`config.mk`:
```
export PLATFORM = sky130hd
export DESIGN_NAME = fetch_stage_flat
export DESIGN_NICKNAME = d
export VERILOG_FILES = /design/src/rtl/fetch_stage_if.sv /design/src/rtl/fetch_stage.sv /design/src/flat_wrapper.sv
export SDC_FILE = /design/constraint.sdc
export NUM_CORES = 1
export LEC_CHECK = 0
export ABC_AREA = 0
export CELL_PAD_IN_SITES_DETAIL_PLACEMENT = 1
export CELL_PAD_IN_SITES_GLOBAL_PLACEMENT = 1
export CORE_AREA = 2 2 128 192
export DETAILED_ROUTE_END_ITERATION = 12
export DIE_AREA = 0 0 130 194
export DONT_BUFFER_PORTS = 1
export GPL_TIMING_DRIVEN = 0
export PLACE_DENSITY_LB_ADDON = 0.05
export SETUP_SLACK_MARGIN = 0.2
export SYNTH_ARGS = -nofsm -noshare
export SYNTH_HDL_FRONTEND = slang
export SYNTH_SLANG_ARGS = --single-unit
```
`constraint.sdc`:
```
create_clock -name clk_i -period 2.8 [get_ports clk_i]
set_input_delay 0.56 -clock clk_i [delete_from_list [all_inputs] [get_ports clk_i]]
set_output_delay 0.56 -clock clk_i [all_outputs]
set_load 0.01 [all_outputs]
```
`src/rtl/fetch_stage_if.sv`:
```
// Instruction-memory request/acknowledge bundle between the fetch stage (master)
// and the instruction memory (slave).
interface fetch_stage_if #(
   parameter int ADDR_W = 32
);
   logic              imem_req;
   logic [ADDR_W-1:0] imem_addr;
   logic              imem_ack;
   logic [31:0]       imem_rdata;

   modport master (output imem_req, imem_addr, input imem_ack, imem_rdata);
   modport slave  (input imem_req, imem_addr, output imem_ack, imem_rdata);
endinterface

```
`src/rtl/fetch_stage.sv`:
```
// Instruction-fetch stage: owns the PC, drives the variable-latency imem handshake
// and fills IF/ID. Define FETCH_PERF_EN to add the perf_fetched/perf_stall_cycles counters.
module fetch_stage #(
   parameter int                ADDR_W    = 32,
   parameter logic [ADDR_W-1:0] RESET_PC  = '0,
   parameter logic [31:0]       NOP_INSTR = 32'h0000_0013
) (
   input  logic              clk_i,
   input  logic              rst_i,
   input  logic              PC_write,
   input  logic              IFID_write,
   input  logic              branch_taken,
   input  logic [ADDR_W-1:0] branch_target,
   fetch_stage_if.master     imem,
   output logic [ADDR_W-1:0] IFID_pc,
   output logic [ADDR_W-1:0] IFID_pc4,
   output logic [31:0]       IFID_instr,
   output logic              IFID_valid,
`ifdef FETCH_PERF_EN
   output logic [31:0]       perf_fetched,
   output logic [31:0]       perf_stall_cycles,
`endif
   output logic              fetch_busy
);

   localparam logic [ADDR_W-1:0] PC_INC = ADDR_W'(4);

   typedef enum logic [1:0] {S_FETCH, S_HOLD, S_DRAIN} state_t;

   state_t            r_state, w_state_nxt;
   logic [ADDR_W-1:0] r_pc, w_pc_nxt;
   logic [ADDR_W-1:0] r_hold_pc, w_hold_pc_nxt;
   logic [31:0]       r_hold_instr, w_hold_instr_nxt;
   logic [ADDR_W-1:0] r_ifid_pc, w_ifid_pc_nxt;
   logic [31:0]       r_ifid_instr, w_ifid_instr_nxt;
   logic              r_ifid_valid, w_ifid_valid_nxt;
   logic              w_stall;
   logic              w_load_valid;

   assign w_stall         = !PC_write || !IFID_write;
   assign imem.imem_req   = (r_state == S_FETCH);
   assign imem.imem_addr  = r_pc;
   assign fetch_busy      = ((r_state == S_FETCH) && !imem.imem_ack) || (r_state == S_DRAIN);
   assign IFID_pc         = r_ifid_pc;
   assign IFID_pc4        = r_ifid_pc + PC_INC;
   assign IFID_instr      = r_ifid_instr;
   assign IFID_valid      = r_ifid_valid;

   // NOTE: every signal assigned here gets a default first, so no path can infer a latch.
   always_comb begin
      w_state_nxt      = r_state;
      w_pc_nxt         = r_pc;
      w_hold_pc_nxt    = r_hold_pc;
      w_hold_instr_nxt = r_hold_instr;
      w_ifid_pc_nxt    = r_ifid_pc;
      w_ifid_instr_nxt = r_ifid_instr;
      w_ifid_valid_nxt = r_ifid_valid;
      w_load_valid     = 1'b0;

      if (branch_taken) begin
         // Redirect beats stall; an outstanding request must be drained before refetching.
         w_pc_nxt         = branch_target;
         w_ifid_instr_nxt = NOP_INSTR;
         w_ifid_valid_nxt = 1'b0;
         case (r_state)
            S_FETCH: w_state_nxt = imem.imem_ack ? S_FETCH : S_DRAIN;
            S_DRAIN: w_state_nxt = imem.imem_ack ? S_FETCH : S_DRAIN;
            default: w_state_nxt = S_FETCH;
         endcase
      end else begin
         case (r_state)
            S_FETCH: begin
               if (imem.imem_ack && !w_stall) begin
                  w_ifid_pc_nxt    = r_pc;
                  w_ifid_instr_nxt = imem.imem_rdata;
                  w_ifid_valid_nxt = 1'b1;
                  w_load_valid     = 1'b1;
                  w_pc_nxt         = r_pc + PC_INC;
               end else if (imem.imem_ack) begin
                  w_hold_pc_nxt    = r_pc;
                  w_hold_instr_nxt = imem.imem_rdata;
                  w_state_nxt      = S_HOLD;
               end else if (IFID_write) begin
                  w_ifid_instr_nxt = NOP_INSTR;
                  w_ifid_valid_nxt = 1'b0;
               end
            end
            S_HOLD: begin
               if (!w_stall) begin
                  w_ifid_pc_nxt    = r_hold_pc;
                  w_ifid_instr_nxt = r_hold_instr;
                  w_ifid_valid_nxt = 1'b1;
                  w_load_valid     = 1'b1;
                  w_pc_nxt         = r_pc + PC_INC;
                  w_state_nxt      = S_FETCH;
               end
            end
            S_DRAIN: begin
               if (imem.imem_ack) w_state_nxt = S_FETCH;
               if (IFID_write) begin
                  w_ifid_instr_nxt = NOP_INSTR;
                  w_ifid_valid_nxt = 1'b0;
               end
            end
            default: w_state_nxt = S_FETCH;
         endcase
      end
   end

   // NOTE: state registers use non-blocking assignments so all of them update together at the edge.
   always_ff @(posedge clk_i or negedge rst_i) begin
      if (!rst_i) begin
         r_state      <= S_FETCH;
         r_pc         <= RESET_PC;
         r_hold_pc    <= '0;
         r_hold_instr <= '0;
         r_ifid_pc    <= '0;
         r_ifid_instr <= NOP_INSTR;
         r_ifid_valid <= 1'b0;
      end else begin
         r_state      <= w_state_nxt;
         r_pc         <= w_pc_nxt;
         r_hold_pc    <= w_hold_pc_nxt;
         r_hold_instr <= w_hold_instr_nxt;
         r_ifid_pc    <= w_ifid_pc_nxt;
         r_ifid_instr <= w_ifid_instr_nxt;
         r_ifid_valid <= w_ifid_valid_nxt;
      end
   end

`ifdef FETCH_PERF_EN
   logic [31:0] r_perf_fetched, r_perf_stall;

   always_ff @(posedge clk_i or negedge rst_i) begin
      if (!rst_i) begin
         r_perf_fetched <= '0;
         r_perf_stall   <= '0;
      end else begin
         if (w_load_valid)           r_perf_fetched <= r_perf_fetched + 32'd1;
         if (w_stall || fetch_busy)  r_perf_stall   <= r_perf_stall + 32'd1;
      end
   end

   assign perf_fetched      = r_perf_fetched;
   assign perf_stall_cycles = r_perf_stall;
`else
   logic w_unused_load;
   assign w_unused_load = w_load_valid;
`endif

endmodule
```
`src/flat_wrapper.sv`:
```
// flat-port wrapper written by rule: the top's interface ports become plain ports
module fetch_stage_flat 
#(
   parameter int                ADDR_W    = 32,
   parameter logic [ADDR_W-1:0] RESET_PC  = '0,
   parameter logic [31:0]       NOP_INSTR = 32'h0000_0013
)
  (clk_i, rst_i, PC_write, IFID_write, branch_taken, branch_target, IFID_pc, IFID_pc4, IFID_instr, IFID_valid, fetch_busy, imem_imem_req, imem_imem_addr, imem_imem_ack, imem_imem_rdata);
  fetch_stage_if #(.ADDR_W(ADDR_W)) imem_i ();
  input  logic clk_i;
  input  logic rst_i;
  input  logic PC_write;
  input  logic IFID_write;
  input  logic branch_taken;
  input  logic [ADDR_W-1:0] branch_target;
  output logic [ADDR_W-1:0] IFID_pc;
  output logic [ADDR_W-1:0] IFID_pc4;
  output logic [31:0] IFID_instr;
  output logic IFID_valid;
  output logic fetch_busy;
  output wire logic [$bits(imem_i.imem_req)-1:0] imem_imem_req;
  output wire logic [$bits(imem_i.imem_addr)-1:0] imem_imem_addr;
  input wire logic [$bits(imem_i.imem_ack)-1:0] imem_imem_ack;
  input wire logic [$bits(imem_i.imem_rdata)-1:0] imem_imem_rdata;
  assign imem_imem_req = imem_i.imem_req;
  assign imem_imem_addr = imem_i.imem_addr;
  assign imem_i.imem_ack = imem_imem_ack;
  assign imem_i.imem_rdata = imem_imem_rdata;
  fetch_stage #(.ADDR_W(ADDR_W), .RESET_PC(RESET_PC), .NOP_INSTR(NOP_INSTR)) u_core (.clk_i(clk_i), .rst_i(rst_i), .PC_write(PC_write), .IFID_write(IFID_write), .branch_taken(branch_taken), .branch_target(branch_target), .imem(imem_i), .IFID_pc(IFID_pc), .IFID_pc4(IFID_pc4), .IFID_instr(IFID_instr), .IFID_valid(IFID_valid), .fetch_busy(fetch_busy));
endmodule
```
==> impl_metrics.yaml <==
synthesis:
  synth.yosys.warnings: 0
  netlist_area_um2: 8110
  ys_ff_latch: 163
  yosys-top-cells-count: "dfrtp_1 (160), nand2_1 (77), mux2_2 (59)"
  yosysMostFrequentCell: "dfrtp_1"
  synthCells: 782
  yosysTopAreaCellShare: 0.494
  ys_async_sr_fraction: 1.00
  ys_types: 54
  synth_nets: 857
  ys.flop_type: "dfrtp_1"
  syn_avg_cell_area_um2: 10.4
  synth_edf_count: 0
  yosysSeqAreaShare: 0.503
  synthTopCellsByArea: "dfrtp_1 (49%), mux2_2 (8.2%), mux2i_1 (4.2%)"
  yosysTopAreaCell: "dfrtp_1"
setup_path:
  crit_path_start_kind: "flip-flop"
  cp.arrival_ns: 2.12
  cp-end-kind: "output port"
  cp_max_fo: 6
  critPathKind: "flip-flop to output port"
  worstPathRequired_ns: 2.24
placed_design:
  place.gp.congestion: 0.799
  port_buffers: 0
  dpl.hpwl_um: 19300
  place_area_um2: 8510
sta:
  worst_slew_pin_slew_ns: 0.877
  slew_headroom: 0.416
  clock.fmax_mhz: 374
  fin_crit_ns: 2.68
  slew_violations: 0
  fin_crit_sh: 0.956
  finalSetupViolations: 0
  hold_slack_ns: -0.171
  finalHoldViolations: 160
  skew_ns: 0.00768
  timing.setup.tns_ns: 0
  rsz0062_at_grt: "true"
finish:
  multi_input_area_um2: 4070
  regArea_um2: 4110
  final_core_util: 0.401
  post-route-cell-area_um2: 9460
  area_growth_pct: 16.6
  drive_above_1_share: 0.223
  fillers: 2650
  layout.nets: 881
global_route:
  overflow: 0
  grt_pass1_vias: 6994
  grt_pass1_wl_um: 40300
  grt_usage: 0.210
  grt_max_degree: 164
  antenna_found_initial: 0
detailed_routing:
  viasPerCell: 5.47
  drt_iter0_drc: 132
  drt_wl_total_um: 25800
  drcViolationCount: 0
  vias: 6233
  wl_per_cell_um: 22.7
  first_pass_iters: 4
  antenna_left: 0
clock_tree:
  cts_tree: "yes"
  root_buffer: "clkbuf_16"
  cts_sinks: 163
  clock_latency_ns: 0.43
  htree_levels: 4
  clkSlewWorstSetupHoldPaths_ns: 0.06
  numCtsBuffers: 17
  cts.path.max_buffers: 2
die:
  dieArea_um2: 25200
  rows: 69
  die_h_um: 194
  die_width_um: 130
  initial_core_util: 0.344
  ios: 201
  fp.coreArea_um2: 23600
run:
  maxCapViolCount: 0
hold_path:
  min_path_type: "input pin to asynchronous set/reset pin"
status:
  status: "finished, violations left"
  violations: "negative hold slack"
pwr:
  vdd_ir_drop_max_uv: 463
  pwr_density_cell_nw_per_um2: 954
  leakagePower_nw: 3.87
-- worst max-delay path: stages (launching register included) --
cell	delay (ns)
dfrtp_2	0.48
nand3_4	0.18
nor4_4	0.41
nand4_1	0.32
xnor2_2	0.30
-- layer usage --
metal	GRT usage	wire (um)
met1	0.213	8980
met2	0.397	14600
met3	0.0682	1710
met4	0.0645	536
met5	0	0
-- per-stage QoR --
stage               setup slack, ns  cells  power, mW
floorplan                     0.456    782       5.93
global placement             -0.250   1101       6.60
detailed placement           -0.233   1101       6.75
CTS                          0.0153   1138       9.04
global route                 0.0134   1138       9.66
finish                        0.124   1139       9.02
-- state kept, by name, summed over array words and instances (netlist names) --
register,cells
u_core.r_state,2
u_core.IFID_instr,32
u_core.r_hold_instr,32
u_core.IFID_valid,1
u_core.IFID_pc,32
u_core.r_hold_pc,32
u_core.imem.imem_addr,32
-- cells by family after synthesis --
| kind of cell | share of synthesized area |
|---|---|
| xor gates and xnor gates | 0.0410 |
| AOI/OAI and AO/OA | 0.137 |
| DFF | 0.503 |
| and+or+nand+nor | 0.153 |
| adders and majority gates | 0.00771 |
| buffers and inverters | 0.0347 |
| muxes | 0.124 |
-- placed cells by master, fill, tap and decap left out, types with 7 or more instances in the layout --
| master | n |
|---|---|
| a22o_1 | 29 |
| or4_1 | 10 |
| xor2_1 | 8 |
| o31ai_1 | 11 |
| a22oi_1 | 30 |
| clkbuf_1 | 43 |
| clkbuf_2 | 10 |
| xnor2_2 | 14 |
| nor2_1 | 57 |
| nor3_1 | 7 |
| nand2_1 | 75 |
| mux2i_1 | 34 |
| nand4_1 | 18 |
| inv_1 | 11 |
| dfrtp_2 | 24 |
| dfrtp_1 | 136 |
| a31oi_1 | 14 |
| nand3_2 | 7 |
| o21ai_0 | 55 |
| mux2_2 | 59 |
| xnor2_1 | 15 |
| clkbuf_16 | 17 |
| nand3_1 | 24 |
| and3_1 | 7 |
-- where the power goes --
part	internal, mW	leakage (nW)	switching (mW)
clock network	1.16	0.248	0.952
logic	1.23	1.64	1.46
registers	3.21	1.97	1.02
-- repair_timing --
action	in CTS	in global routing
gates resized for setup	53	54
setup buffers	5	0
pin swaps	5	17
endpoints found under the hold margin	163	163
endpoints found under the setup margin	69	85
-- final timing paths --
check | slack [ns] | cells past startpoint | from | endpoint
max reg2reg | 0.31 | 8 | u_core.r_state[0] | u_core.imem.imem_addr[30]
min reg2reg | 0.49 | 2 | u_core.r_hold_pc[16] | u_core.r_hold_pc[16]
min | -0.17 | 0 | rst_i | u_core.r_hold_instr[26]
max | 0.12 | 4 | u_core.IFID_pc[4] | IFID_pc4[31]
min in group clk_i | 0.26 | 2 | branch_target[3] | u_core.imem.imem_addr[3]
max in group asynchronous | 2.61 | 0 | rst_i | u_core.IFID_instr[1]
-- cell type report --
type / count / share of cell area
clock inverter: 8 / 0.00595
buffer: 57 / 0.0266
tap: 319 / 0.0422
multi-input combinational: 548 / 0.431
antenna: 1 / 0.000265
timing repair buffer: 5 / 0.00516
sequential: 163 / 0.435
clock buffer: 24 / 0.0488
inverter: 14 / 0.00556
No activity file was read; power rests on OpenSTA's default activity.
